## config.mk

```make
export PLATFORM = sky130hd
export DESIGN_NAME = capture_ctrl
export DESIGN_NICKNAME = d
export VERILOG_FILES = /design/src/rtl/capture_ctrl_pkg.sv /design/src/rtl/capture_ctrl.sv
export SDC_FILE = /design/constraint.sdc
export NUM_CORES = 1
export LEC_CHECK = 0
export CORE_ASPECT_RATIO = 0.75
export CORE_MARGIN = 5
export CORE_UTILIZATION = 30
export DETAILED_ROUTE_END_ITERATION = 12
export PLACE_DENSITY = 0.57
export RECOVER_POWER = 50
export SYNTH_ARGS = -nofsm -noshare
export SYNTH_HDL_FRONTEND = slang
export SYNTH_SLANG_ARGS = --single-unit
```

## constraint.sdc

```tcl
create_clock -name clk -period 4 [get_ports clk]
set_input_delay 1.2 -clock clk [delete_from_list [all_inputs] [get_ports clk]]
set_output_delay 1.2 -clock clk [all_outputs]
set_load 0.03 [all_outputs]
```

## src/rtl/capture_ctrl_pkg.sv

```systemverilog
// Shared helpers for the capture controller: address-width derivation.
package capture_ctrl_pkg;

  // Number of bits needed to hold the value v (at least one bit).
  function automatic int log2bits(input int v);
    int n;
    int x;
    n = 0;
    x = v;
    while (x > 0) begin
      n++;
      x = x >> 1;
    end
    return (n < 1) ? 1 : n;
  endfunction

endpackage

```

## src/rtl/capture_ctrl.sv

```systemverilog
// Triggered sample capture: arm, wait for a qualified trigger, then write
// NUM_SAMPLES consecutive valid samples into an external buffer.
module capture_ctrl
  import capture_ctrl_pkg::*;
#(
  parameter int NUM_SAMPLES = 1024,
  parameter int DATA_WIDTH  = 16,
  localparam int AW         = log2bits(NUM_SAMPLES - 1)
) (
  input  logic                  clk,
  input  logic                  rst_n,
  input  logic                  arm,
  input  logic                  abort,
  input  logic                  trig,
  input  logic                  in_valid,
  input  logic [DATA_WIDTH-1:0] in_data,
  output logic                  wr_en,
  output logic [AW-1:0]         wr_addr,
  output logic [DATA_WIDTH-1:0] wr_data,
  output logic                  busy,
  output logic                  done
);

  localparam logic [1:0] ST_IDLE    = 2'd0;
  localparam logic [1:0] ST_ARMED   = 2'd1;
  localparam logic [1:0] ST_CAPTURE = 2'd2;
  localparam logic [1:0] ST_DONE    = 2'd3;

  typedef enum logic [1:0] {
    IDLE    = ST_IDLE,
    ARMED   = ST_ARMED,
    CAPTURE = ST_CAPTURE,
    DONE    = ST_DONE
  } state_t;

  localparam logic [AW-1:0] LAST_IDX = AW'(NUM_SAMPLES - 1);

  state_t        state;
  logic [AW-1:0] cnt;

  // cnt is the index of the next sample; it stops at LAST_IDX so it never wraps.
  always_ff @(posedge clk or negedge rst_n) begin
    if (!rst_n) begin
      state   <= IDLE;
      cnt     <= '0;
      wr_en   <= 1'b0;
      wr_addr <= '0;
      wr_data <= '0;
      busy    <= 1'b0;
      done    <= 1'b0;
    end else begin
      wr_en <= 1'b0;
      if (abort) begin
        state <= IDLE;
        busy  <= 1'b0;
        done  <= 1'b0;
      end else begin
        case (state)
          IDLE: begin
            if (arm) begin
              state <= ARMED;
              cnt   <= '0;
              busy  <= 1'b1;
            end
          end
          ARMED, CAPTURE: begin
            if (in_valid && (trig || state == CAPTURE)) begin
              wr_en   <= 1'b1;
              wr_addr <= cnt;
              wr_data <= in_data;
              if (cnt == LAST_IDX) begin
                state <= DONE;
                busy  <= 1'b0;
                done  <= 1'b1;
              end else begin
                state <= CAPTURE;
                cnt   <= cnt + AW'(1);
              end
            end
          end
          DONE: begin
            if (arm) begin
              state <= ARMED;
              cnt   <= '0;
              busy  <= 1'b1;
              done  <= 1'b0;
            end
          end
          default: state <= IDLE;
        endcase
      end
    end
  end

endmodule
```

# After elaboration in Yosys (flattened, before gate mapping)
# Index checks and enable logic that the tools add are counted.
# classes
add_sub_neg,1
eq_ne,11
n_mux,22
bitwise,1
reduce_logical,11
# ops
operator,count
10-bit 2-to-1 mux,3
10-bit case mux with 2 select lines,1
1-bit 2-to-1 mux,12
"10-bit by 1-bit adder with 10-bit output, second input constant",1
"10-bit equality test, second input constant",1
"3-bit inequality test, second input constant",3
4-bit AND reduction,2
2-bit 2-to-1 mux,3
3-bit AND reduction,2
"2-bit equality test, second input constant",2
"2-bit inequality test, second input constant",2
1-bit case mux with 2 select lines,2
2-bit case mux with 2 select lines,1
2-bit OR reduction,2
"3-bit by 1-bit inequality test with 1-bit output, second input constant",1
3-bit nonzero test,1
"2-bit by 1-bit equality test with 1-bit output, second input constant",1
2-bit logical NOT,1
"2-bit by 1-bit inequality test with 1-bit output, second input constant",1
2-bit AND reduction,1
1-bit logical AND,1
1-bit logical OR,1
1-bit NOT,1
# totals
reg_bits,41
in_bits,22
output_inout_bits,29
word_cells,53

# Depth between registers and ports, before layout
# logic_depth
depth_word,6
ltp_mapped,9
ltp_nobuf,7

# Worst setup path after synthesis
# OpenSTA, ideal clock, no wires.
# synth_timing
path_kind,input to register
from,input port abort
to,register cnt[5]
setup_time_ns,0.084
arrival_ns,2.227
required_time_ns,3.916
path_slack_ns,1.689
cell_stages,7
path_buffers,3
path_cell_list,clkbuf_2 or3_1 buf_2 clkinv_2 buf_6 a41oi_2 a41oi_2
# synth_via
elab_chain_cells,2
# synth_lines
item,line_no,source
"start, declared",capture_ctrl.sv:13,"input logic abort,"
1-bit NOT (no source line),n/a,
4-bit AND reduction (no source line),n/a,
"end signal, assigned",capture_ctrl.sv:77,cnt <= cnt + AW'(1);
"end, declared",capture_ctrl.sv:39,logic [AW-1:0] cnt;
# Every way passes these cells.
# A chain may end at the register's enable or synchronous reset.

# Worst setup path in the final report
# layout_timing
from,input port trig
to,register cnt[7]
# layout_via
elab_chain_cells,4
# layout_lines
item,line_no,source
"start, declared",capture_ctrl.sv:14,"input logic trig,"
1-bit logical OR,capture_ctrl.sv:67,if (in_valid && (trig || state == CAPTURE)) begin
1-bit logical AND,capture_ctrl.sv:67,
2-bit inequality test (no source line),n/a,
4-bit AND reduction (no source line),n/a,
# Every way passes these cells.

==> run summary <==
pin count of the biggest net entering global routing: 42
Top Ports: 51
worst skew pair latency: 0.29 ns
setup TNS: 0 ns
Synth Net Count: 228
met2 WL: 1830 um
Placer Congestion: 0.717
RSZ-0062 raised after global routing: false
Hold Crit Class: flop to flop
Post-CTS Hold Fix Bufs: 0
total gr overflow: 0
GR Util All Layers: 11.9%
met3 wire length: 407 um
TritonCTS Buffers: 5
Clock Skews: 0.00470 ns
Synth Instances: 203
Root Buffer: clkbuf_8
clock-pin slew on the worst setup and hold paths: 0.08 ns
Die Height: 79.5 um
WL met1: 2230 um
Peak Freq: 0.344 GHz
flops & latches, synth: 41
pwr/cell area: 600 nW/um^2
Post-Syn Area: 1930 um^2
number of flops mapped to enable cells by yosys: 0
critical path data required time: 4.18 ns
CTS tree: yes
CP arrival: 3.09 ns
die area: 8150 um^2
top post-synthesis cells by area: dfrtp_1 (53%), nand2_1 (16%), buf_6 (2.3%)
crit share post-route: 72.7%
area delta synth->final: 30.4%
clock sinks: 41
post-CTS setup buffers: 0
initial antenna violation count: 0
drt pass-1 iters: 4
maximum vdd drop: 309 uV
n_diodes: 0
sequential area share after synthesis: 53.2%
final-report setup violation count: 0
Slew @ Worst Pin: 2.19 ns
Ys Warns: 0
MaxCap Viol Count: 1
Nets: 273
post-synth top area cell: dfrtp_1
outcome: finished, violations left
Die W: 103 um
core area: 6290 um^2
Primary FF master, synth: dfrtp_1
Leakage: 1.24 nW
Initial Util: 30.7%
Worst setup EP type: flop
Rel. slew slack: -45.7%
worst-case clock buffer depth: 2
post-synth top area share: 53.2%
Vias: 1543
first-pass GRT wire length: 7670 um
Final Max Slew Viols: 42
routed vias/inst: 4.68
final core utilization: 40.0%
DP HPWL: 2990 um
layout cells sized above 1: 6.43%
DR WL/cell: 13.6 um
total number of H-tree levels: 2
dpl cell area: 2450 um^2
Final ANT Viol Nets: 0
Rows: 25
Synth async-reset ratio: 100%
Mean Syn Cell Area: 9.50 um^2
final WL: 4490 um
initial DRC count: 100
IO Port Bufs: 50
worst-path fanout max: 31
violated checks: capacitance limit, slew limit
final hold violation count: 0
drt drc: 0
Max Used Layer: met4
Finished Layout Cells: 330
vias in the first global route: 1527
CTS resizes: 0
cell count after placement: 322
synth unique cells: 44
fin crit period: 2.91 ns
crit start category: input port
final instance area: 2520 um^2
total power: 1.51 mW
CP Class: input port to flop
cells in the mapped netlist, types with 2 or more instances:
cell type,n
clkbuf_1,3
o21ai_0,3
and3_1,4
a31oi_1,2
nor3b_1,2
o211a_1,2
nand2_1,82
dfrtp_1,41
and4_1,3
a21oi_1,5
inv_1,5
ha_1,3
a41oi_2,2
nand3_1,2
buf_2,5
nor2_1,6
nor4_1,2
buf_6,4
a2bb2oi_1,2
state kept, by name (all words and copies together), names as in the netlist:
register  flops
state         2
wr_data      16
done          1
cnt          10
wr_addr      10
busy          1
wr_en         1
logic make-up (layout without fill, tap and decap cells):
logic type	count (synthesis)	after routing	share of synthesized area, %
AND/OR/NAND/NOR	108	108	25.1
adder cells (fa/ha/maj)	3	3	1.95
AO/OA/AOI/OAI	31	31	13.6
multiplexers	1	1	0.519
flip-flops	41	41	53.2
buffers and inverters	19	65	5.71
power by group:
| part | internal [mW] | switching (mW) | total (mW) |
|---|---|---|---|
| Clock | 0.121 | 0.145 | 0.266 |
| Combinational | 0.253 | 0.376 | 0.629 |
| Sequential | 0.536 | 0.0776 | 0.614 |
| Total | 0.910 | 0.599 | 1.51 |
cell type report:
class | count | area, um^2
sequential | 41 | 1030
clock inverter | 2 | 10.0
fill | 656 | 3770
inverter | 6 | 23.8
multi-input combinational | 143 | 781
clock buffer | 6 | 72.6
tap | 81 | 101
timing repair buffer | 51 | 502
per-stage QoR:
stage,setup slack (ns),hold WS [ns]
after floorplan,1.69,0.488
after global placement,0.896,0.457
after detailed placement,0.866,0.462
after global routing,0.647,0.496
after CTS,1.18,0.483
final,1.09,0.470
cells in the final DEF, fill, tap and decap left out, types with 2 or more instances in the layout:
master	synthesis	routed
and3_1	4	4
clkbuf_1	3	2
and4_1	3	3
clkdlybuf4s50_1	0	40
nor3b_1	2	2
ha_1	3	3
dfrtp_1	41	41
nor4_1	2	2
o211a_1	2	2
a311oi_1	1	2
a21oi_1	5	5
a31oi_1	2	2
a2bb2oi_1	2	2
clkinv_2	1	3
nand3_1	2	2
nor2_1	6	6
dlygate4sd3_1	0	9
nand2_1	82	82
o21ai_0	3	4
a41oi_2	2	2
inv_1	5	5
clkbuf_8	0	5
per-layer routing:
layer	track usage [%]	vias to the layer above
met5	0	-
met4	2.75	0
met3	4.54	4
met2	15.5	55
met1	18.4	717
li1	-	767
worst max-delay path: stages:
cell,delay [ns]
dlygate4sd3_1,0.54
o21ai_2,0.32
or3_1,0.20
clkinv_2,0.35
and4_1,0.34
a2bb2oi_1,0.12
worst paths after layout:
path | start | depth (start not counted) | to | slack (ns)
hold reg to reg | wr_addr[7]$_DFFE_PN0P_ | 2 | wr_addr[7]$_DFFE_PN0P_ | 0.47
setup reg to reg | state[0]$_DFFE_PN0P_ | 6 | cnt[7]$_DFFE_PN0P_ | 1.73
hold / removal | wr_addr[7]$_DFFE_PN0P_ | 2 | wr_addr[7]$_DFFE_PN0P_ | 0.47
min in group asynchronous | rst_n | 1 | wr_addr[2]$_DFFE_PN0P_ | 1.54
max in group asynchronous | rst_n | 1 | cnt[3]$_DFFE_PN0P_ | 1.21
setup / recovery | trig | 6 | cnt[7]$_DFFE_PN0P_ | 1.09
Power figures use the tool's default switching activity.
